**config.mk**
```make
export PLATFORM = sky130hd
export DESIGN_NAME = serial_word_rx
export DESIGN_NICKNAME = d
export VERILOG_FILES = /design/src/rtl/serial_word_rx_pkg.sv /design/src/rtl/sync_2ff.sv /design/src/rtl/serial_word_rx.sv
export SDC_FILE = /design/constraint.sdc
export NUM_CORES = 1
export LEC_CHECK = 0
export CAP_MARGIN = 40
export CORE_UTILIZATION = 25
export CTS_BUF_LIST = sky130_fd_sc_hd__clkbuf_8 sky130_fd_sc_hd__clkbuf_16
export CTS_CLUSTER_DIAMETER = 120
export CTS_CLUSTER_SIZE = 20
export DETAILED_ROUTE_END_ITERATION = 16
export DONT_BUFFER_PORTS = 1
export GPL_TIMING_DRIVEN = 0
export MAX_ROUTING_LAYER = met4
export PLACE_DENSITY = 0.35
export SETUP_SLACK_MARGIN = 0.4
export SLEW_MARGIN = 10
export SYNTH_ARGS = -nofsm -noshare
export SYNTH_HDL_FRONTEND = slang
export SYNTH_HIERARCHICAL = 1
export SYNTH_SLANG_ARGS = --single-unit
```
**constraint.sdc**
```tcl
create_clock -name clk -period 5.26 [get_ports clk]
set_input_delay 1.052 -clock clk [delete_from_list [all_inputs] [get_ports clk]]
set_output_delay 1.052 -clock clk [all_outputs]
set_load 0.005 [all_outputs]
```
**src/rtl/serial_word_rx_pkg.sv**
```systemverilog
// serial_word_rx_pkg: receiver FSM state encoding shared by the serial word receiver
package serial_word_rx_pkg;
   typedef logic [1:0] state_bits_t;
   typedef enum state_bits_t {IDLE, START, DATA, STOP} state_t;
endpackage

```
**src/rtl/sync_2ff.sv**
```systemverilog
// sync_2ff: two-flop synchronizer for one asynchronous bit with a selectable reset value
module sync_2ff #(
   parameter logic RST_VAL = 1'b1
) (
   input  logic clk,
   input  logic rst,
   input  logic d,
   output logic q
);
   logic [1:0] s_q, s_d;
   // shift the raw input through two stages
   always_comb s_d = {s_q[0], d};
   // both stages take the reset value while rst is low
   always_ff @(posedge clk or negedge rst)
      if (!rst) s_q <= {2{RST_VAL}};
      else      s_q <= s_d;
   assign q = s_q[1];
endmodule

```
**src/rtl/serial_word_rx.sv**
```systemverilog
// serial_word_rx: 8N1 serial receiver pairing bytes into words on a valid/ready output
module serial_word_rx
   import serial_word_rx_pkg::*;
#(
   parameter int width_byte   = 8,
   parameter int clks_per_bit = 16
) (
   input  logic                    clk,
   input  logic                    rst,
   input  logic                    i_rx,
   output logic [2*width_byte-1:0] o_word,
   output logic                    o_valid,
   input  logic                    i_ready,
   output logic                    o_frame_err,
   output logic                    o_overrun
);
   localparam int CW = $clog2(clks_per_bit);
   localparam int IW = $clog2(width_byte + 1);
   localparam logic [CW-1:0] HALF_LD  = CW'(clks_per_bit / 2 - 1);
   localparam logic [CW-1:0] BIT_LD   = CW'(clks_per_bit - 1);
   localparam logic [IW-1:0] LAST_IDX = IW'(width_byte - 1);

   logic                    rx_s;
   state_t                  state_q, state_d;
   logic [CW-1:0]           cnt_q, cnt_d;
   logic [IW-1:0]           idx_q, idx_d;
   logic [width_byte-1:0]   sh_q, sh_d, lo_q, lo_d;
   logic                    half_q, half_d;
   logic [2*width_byte-1:0] word_q, word_d;
   logic                    valid_q, valid_d, ferr_q, ferr_d, ovr_q, ovr_d;
   logic                    expire, byte_ok;

   sync_2ff #(.RST_VAL(1'b1)) u_sync (.clk(clk), .rst(rst), .d(i_rx), .q(rx_s));

   // bit timing, framing and word assembly; the counter free-runs down to zero and holds
   always_comb begin
      state_d = state_q;
      expire  = cnt_q == '0;
      cnt_d   = expire ? cnt_q : cnt_q - 1'b1;
      idx_d   = idx_q;
      sh_d    = sh_q;
      lo_d    = lo_q;
      half_d  = half_q;
      word_d  = word_q;
      valid_d = valid_q && !i_ready;
      ferr_d  = 1'b0;
      ovr_d   = 1'b0;
      byte_ok = 1'b0;
      case (state_q)
         IDLE:
            if (!rx_s) begin
               cnt_d   = HALF_LD;
               state_d = START;
            end
         START:
            if (expire) begin
               cnt_d   = BIT_LD;
               idx_d   = '0;
               state_d = rx_s ? IDLE : DATA;
            end
         DATA:
            if (expire) begin
               sh_d    = {rx_s, sh_q[width_byte-1:1]};
               idx_d   = idx_q + 1'b1;
               cnt_d   = BIT_LD;
               state_d = (idx_q == LAST_IDX) ? STOP : DATA;
            end
         STOP:
            if (expire) begin
               state_d = IDLE;
               byte_ok = rx_s;
               ferr_d  = !rx_s;
               half_d  = rx_s && half_q;
            end
         default: state_d = IDLE;
      endcase
      if (byte_ok && !half_q) begin
         lo_d   = sh_q;
         half_d = 1'b1;
      end else if (byte_ok) begin
         half_d = 1'b0;
         if (!valid_q || i_ready) begin
            word_d  = {sh_q, lo_q};
            valid_d = 1'b1;
         end else begin
            ovr_d = 1'b1;
         end
      end
   end

   // all receiver state clears asynchronously while rst is low
   always_ff @(posedge clk or negedge rst)
      if (!rst) begin
         state_q <= IDLE;
         cnt_q   <= '0;
         idx_q   <= '0;
         sh_q    <= '0;
         lo_q    <= '0;
         half_q  <= 1'b0;
         word_q  <= '0;
         valid_q <= 1'b0;
         ferr_q  <= 1'b0;
         ovr_q   <= 1'b0;
      end else begin
         state_q <= state_d;
         cnt_q   <= cnt_d;
         idx_q   <= idx_d;
         sh_q    <= sh_d;
         lo_q    <= lo_d;
         half_q  <= half_d;
         word_q  <= word_d;
         valid_q <= valid_d;
         ferr_q  <= ferr_d;
         ovr_q   <= ovr_d;
      end

   assign o_word      = word_q;
   assign o_valid     = valid_q;
   assign o_frame_err = ferr_q;
   assign o_overrun   = ovr_q;
endmodule

```
==> metrics.cfg, run 1 <==
[floorplanning]
die_area_mm2=0.00891
core_mm2=0.00822
die_height_um=94.4
ios=23
row_count=33
die_w_um=94.4
start_util_pct=26.0

[worst_setup_path]
worstSetupPathType=flop to flop
cp_top_family=simple AND/OR/NAND/NOR gates
critPathBufInv=2
critPathCaptureType=flop
critPathRequiredTime_ns=5.45
worstPathMaxFanout=10
cpPeakStageDelay_ns=0.59
cp.arrival_ns=2.37
cp_cell_sequence=inv_1, ha_1, nand2b_4, nor4b_4, buf_6, mux2_2
reg2reg_slack_ns=3.08
cp-start-kind=flop
slowest_stage=nor4b_4

[pwr]
seqPwrFrac_pct=43.2
comb_power_share_pct=32.7
switching_share_pct=32.9
power_per_cell_area_mw_per_mm2=489
ir_drop_mv=0.136
power_switching_uw=384
leakage_nw=1.14
power.internal_uw=782
p_clk_share_pct=24.0

[yosys]
synth_simple_gate_area_share_pct=11.8
synth_compound_area_share_pct=7.39
async_flop_share_pct=100
ys_types=37
ys_seq_area_share_pct=56.4
synth_edf_count=0
yosys.area_share.adder_pct=4.11
synth_top_family_by_area=multiplexers
yosysTopAreaCell=dfrtp_1
synth_top_cell_area_share_pct=54.0
ys_ff_latch=48
syn_area_mm2=0.00213
syn-num-nets=169
synth_mux_area_share_pct=17.4
ys_top_cells_by_area=dfrtp_1, mux2_2, ha_1
syn_area_per_cell_um2=13.5
ys.flop_type=dfrtp_1
synth-xor-area-share_pct=0
yosysWarningCount=6
synth_cells=158

[sta]
max_slew_margin_pct=58.7
max_freq_mhz=459
rsz0062_at_grt=no
report.final.setup_viol=0
hold_viol=0
min_period_ns=2.18
fin_crit_sh_pct=41.4
skew_ns=0.00670
drv_slew=0
worst_pin_slew_ns=0.617
fin_tns_setup_ns=0
fin_ws_ns=3.08

[clock_tree]
insertion_delay_ns=0.30
cts_sinks=48
clockRootBuffer=clkbuf_8
ctsHoldBuffers=0
clock_path_buffers=2
cts_resized=0
htree_num_levels=2
path_clk_slew_ns=0.09
cts_tree=yes
cts_setup_buffers=0
cts_buffers=5

[outcome]
status=complete, no violations

[placed_design]
dp_slack_ns=2.78
gp_congestion=0.704
portBuffers=0
dp_hpwl_um=2720

[drt]
wl_per_cell_um=14.8
drt.antenna.violating_nets=0
via_per_inst=4.54
wl_um=4020
vias=1230
first_pass_iters=4
route.detailed.drc=0
dr.first_iter.drc_count=60

[global_route]
grt_pass1_vias=1364
grt_overflow=0
track_usage_pct=10.7
grt_antenna_before_repair=0
grt_max_degree=49
grt_pass1_wl_um=6990

[layout]
fill_cells=814
drive_above_1_share_pct=33.1
n_antenna_cell=0
final_nets=176
area.growth.synth_to_final_pct=11.8

[flow_run]
drv_cap=0

[worst_hold_path]
hold_path_class=flop to flop

[worst paths after layout]
path,start,to,cells past startpoint
min in group asynchronous,rst,o_overrun,0
max,cnt_q[0],o_word[9],6
max in group asynchronous,rst,u_sync/s_q[0],0
max reg2reg,cnt_q[0],o_word[9],6
min,u_sync/s_q[0],u_sync/s_q[1],0
min reg2reg,u_sync/s_q[0],u_sync/s_q[1],0
[worst reg2reg max path, cell delays in order (launching register included)]
cell and delay [ns]:
dfrtp_1 0.42, inv_1 0.07, ha_1 0.29, nand2b_4 0.11
nor4b_4 0.59, buf_6 0.25, mux2_2 0.35
[kinds of logic after synthesis]
family,Yosys count
fa+ha+maj,7
mux,33
simple gates,34
compound gates,23
buf+inv,13
flops,48
[synth_stat cells (2+ instances only)]
library cell,instances
a21oi_1,5
dfstp_2,2
and2b_2,2
dfrtp_1,46
buf_2,3
nor2_1,5
inv_1,7
ha_1,7
nand2b_1,4
a2bb2oi_1,2
nor4b_1,2
and2_1,3
nand2_1,3
nor2b_1,2
o32a_1,2
nor3_1,4
a22o_1,2
mux2_2,33
o21ai_0,6
[per-stage QoR]
step                hold slack, ns  power (mW)  std cells  area (um^2)  util [%]
floorplan                    0.345       0.806        158         2130         -
global placement             0.347       0.876        263         2260      27.6
detailed placement           0.347       0.893        263         2260      27.6
CTS                          0.361        1.18        271         2390      29.0
global route                 0.366        1.26        271         2390      29.0
finish                       0.359        1.17        271         2390      29.0
[cells in the final DEF, fill, tap and decap left out, types with 4 or more instances in the layout]
cell type and n:
dfrtp_1 46, mux2_2 33, nand2b_1 4, nor3_1 4, inv_1 7, clkbuf_8 6
o21ai_0 6, nor2_1 5, ha_1 7, a21oi_1 5
[metal layers]
layer / vias up / global-route usage, % / part of all wire [%] / wire, um
met4: 0 / 3.08 / 1.2 / 48
met1: 618 / 13.6 / 46 / 1850
met3: 7 / 3.38 / 5.6 / 225
li1: 581 / - / - / -
met2: 24 / 16.4 / 47 / 1900
met5: - / - / 0 / 0
[final cells by class]
type	count	area (um^2)	share of cell area [%]
Inverter	8	30.0	1.26
Buffer	5	30.0	1.26
Tap cell	105	131	5.51
Sequential cell	48	1200	50.4
Clock inverter	2	38.8	1.63
Multi-Input combinational cell	97	870	36.4
Clock buffer	6	82.6	3.46
[state kept, by name (all words and copies together) (netlist names), named ones only]
signal,count
o_word,16
lo_q,8
sh_q,8
cnt_q,4
idx_q,4
u_sync/s_q,2
half_q,1
o_frame_err,1
o_overrun,1
o_valid,1
state_q,1
[power by group through the flow]
stage | sequential (mW) | clock [mW] | combinational, mW
after floorplan | 0.493 | 0 | 0.313
after detailed placement | 0.512 | 0 | 0.381
after global routing | 0.517 | 0.308 | 0.432
after global placement | 0.510 | 0 | 0.366
final | 0.504 | 0.280 | 0.382
after CTS | 0.505 | 0.294 | 0.385
(Power assumes the default switching activity.)
==> run 2, diff against run 1 <==
--- a/config.mk
+++ b/config.mk
@@ -14,7 +14,7 @@
 export DONT_BUFFER_PORTS = 1
 export GPL_TIMING_DRIVEN = 0
 export MAX_ROUTING_LAYER = met4
-export PLACE_DENSITY = 0.35
+export PLACE_DENSITY = 0.37
 export SETUP_SLACK_MARGIN = 0.4
 export SLEW_MARGIN = 10
 export SYNTH_ARGS = -nofsm -noshare
==> constraint.sdc (replaced) <==
create_clock -name clk -period 1.9 [get_ports clk]
set_input_delay 0.38 -clock clk [delete_from_list [all_inputs] [get_ports clk]]
set_output_delay 0.38 -clock clk [all_outputs]
set_load 0.005 [all_outputs]
==> run 2 against run 1 <==
The run now ends with hold timing left. Combinational power rose to 4.0 times the previous value. Non-clock buffer count grew 22. Utilization up 4.9 points. Sequential power rose to 2.8 times the previous value. Global-route usage grew 1.0 points. Flip-flop and latch count unchanged. Via count is 8.1% higher. Die area stayed put. Cell area up 17%. Clock-buffer cell count did not move. Largest power group is now combinational logic. Highest routed layer unchanged.
==> metrics.cfg, run 2 (synthesis results as in run 1) <==
[outcome]
status=finished with violations  ; was complete, no violations
violations=hold timing

[sta]
worst_pin_slew_ns=0.251  ; was 0.617 ns
max_slew_margin_pct=83.0  ; was 58.7%
fin_tns_setup_ns=0  ; unchanged
hold_viol=48  ; was 0
report.final.setup_viol=0  ; unchanged
max_freq_mhz=578  ; was 459 MHz
hold_ws_ns=-0.239  ; was 0.359 ns
min_period_ns=1.73  ; was 2.18 ns
rsz0062_at_grt=yes  ; was no
skew_ns=0.0116  ; was 0.00670 ns
drv_slew=0  ; unchanged
fin_crit_sh_pct=91.0  ; was 41.4%

[layout]
largest_reg_flops=16  ; unchanged
final_common_cell=dfrtp_1  ; unchanged
n_antenna_cell=0  ; unchanged
layout_common_cells=dfrtp_1, mux2_4, buf_4  ; was dfrtp_1, mux2_2, inv_1, ha_1
area.growth.synth_to_final_pct=30.6  ; was 11.8%
final_nets=198  ; was 176
instances_no_fill=293  ; was 271
final_util_pct=33.9  ; was 29.0%
drive_above_1_share_pct=50.0  ; was 33.1%
fill_cells=816  ; was 814
finalInstanceArea_mm2=0.00279  ; was 0.00239 mm^2

[worst_setup_path]
cpPeakStageDelay_ns=0.43  ; was 0.59 ns
cp_top_family=flip-flops  ; was simple AND/OR/NAND/NOR gates
critPathRequiredTime_ns=2.08  ; was 5.45 ns
rr_worst_depth=7  ; was 6
critPathBufInv=3  ; was 2
worstPathMaxFanout=5  ; was 10
critPathCaptureType=flop  ; unchanged
reg2reg_slack_ns=0.17  ; was 3.08 ns
r2r-end=o_word[7]  ; was o_word[9]
slowest_stage=dfrtp_2  ; was nor4b_4
cp-start-kind=flop  ; unchanged
cp.arrival_ns=1.91  ; was 2.37 ns
cp_cell_sequence=inv_2, ha_4, nand2b_4, nor4b_4, buf_6, buf_8, mux2_4  ; was inv_1, ha_1, nand2b_4, nor4b_4, buf_6, mux2_2
worstSetupPathType=flop to flop  ; unchanged
rr_startpoint=cnt_q[0]  ; unchanged

[floorplanning]
start_util_pct=26.0  ; unchanged
row_count=33  ; unchanged
die_height_um=94.4  ; unchanged
die_area_mm2=0.00891  ; unchanged
core_mm2=0.00822  ; unchanged
die_w_um=94.4  ; unchanged
ios=23  ; unchanged

[drt]
drt.antenna.violating_nets=0  ; unchanged
first_pass_iters=4  ; unchanged
route.detailed.drc=0  ; unchanged
dr.first_iter.drc_count=31  ; was 60
via_per_inst=4.54  ; about the same
wl_per_cell_um=15.7  ; was 14.8 um
wl_um=4600  ; was 4020 um
vias=1330  ; was 1230

[pwr]
ir_drop_mv=0.387  ; was 0.136 mV
power_per_cell_area_mw_per_mm2=1330  ; was 489 mW/mm^2
leakage_nw=1.30  ; was 1.14 nW

[global_route]
grt_overflow=0  ; unchanged
grt_pass1_vias=1485  ; was 1364
grt_pass1_wl_um=7620  ; was 6990 um
grt_max_degree=49  ; unchanged
track_usage_pct=11.7  ; was 10.7%
grt_antenna_before_repair=0  ; unchanged

[clock_tree]
htree_num_levels=2  ; unchanged
insertion_delay_ns=0.30  ; about the same
cts_tree=yes  ; unchanged
clock_path_buffers=2  ; unchanged
path_clk_slew_ns=0.09  ; about the same
clockRootBuffer=clkbuf_8  ; unchanged
cts_buffers=5  ; unchanged
cts_sinks=48  ; unchanged

[worst_hold_path]
hold_path_class=primary input to async pin  ; was flop to flop

[flow_run]
drv_cap=0  ; unchanged

[placed_design]
gp_congestion=0.710  ; was 0.704
dp_hpwl_um=2730  ; was 2720 um
place_inst=263  ; unchanged
portBuffers=0  ; unchanged
dpl_cell_area_mm2=0.00235  ; was 0.00226 mm^2

run 2: worst max path at each step:
stage,from,endpoint,slack [ns],cells after the start
after global routing,cnt_q[0],cnt_q[0],0.13,9
after CTS,cnt_q[0],o_word[7],0.16,7
final,cnt_q[0],o_word[7],0.17,7
after detailed placement,state_q[0],o_word[14],-0.20,5
after floorplan,u_sync/s_q[1],o_word[10],0.11,5
after global placement,state_q[0],o_word[7],-0.17,5
run 2: cell type report:
type                            instances  area (um^2)  share of cell area (%)
Sequential cell                        48         1200                    43.2
Multi-Input combinational cell         97         1030                    37.0
Clock inverter                          2         38.8                    1.39
Clock buffer                            6         82.6                    2.96
Inverter                                8         37.5                    1.35
Tap cell                              105          131                    4.71
Buffer                                  5         60.1                    2.16
Timing Repair Buffer                   22          199                    7.14
run 2: through the flow:
stage / power [mW] / setup slack [ns]
floorplan: 2.35 / 0.107
global placement: 2.55 / -0.172
detailed placement: 2.60 / -0.200
CTS: 3.71 / 0.163
global route: 3.98 / 0.134
finish: 3.71 / 0.171
run 2: timing repair:
item,CTS,global route
buffers inserted,15,6
endpoints found under the hold margin,48,48
pin swaps,5,2
resized for setup,39,6
setup endpoints to repair,44,43
gates cloned,1,0
run 2: report_power, final:
part | total, mW | internal, mW | leakage, nW | switching (mW)
registers | 1.40 | 1.22 | 0.641 | 0.181
logic | 1.54 | 0.826 | 0.597 | 0.713
clock network | 0.778 | 0.431 | 0.0614 | 0.347
total | 3.71 | 2.47 | 1.30 | 1.24
run 2: routing by layer:
metal / wire length (um) / up-vias / GRT usage, %
li1: - / 619 / -
met1: 2140 / 685 / 14.9
met2: 2260 / 21 / 18.2
met3: 160 / 5 / 3.06
met4: 42 / 0 / 3.46
met5: 0 / - / -
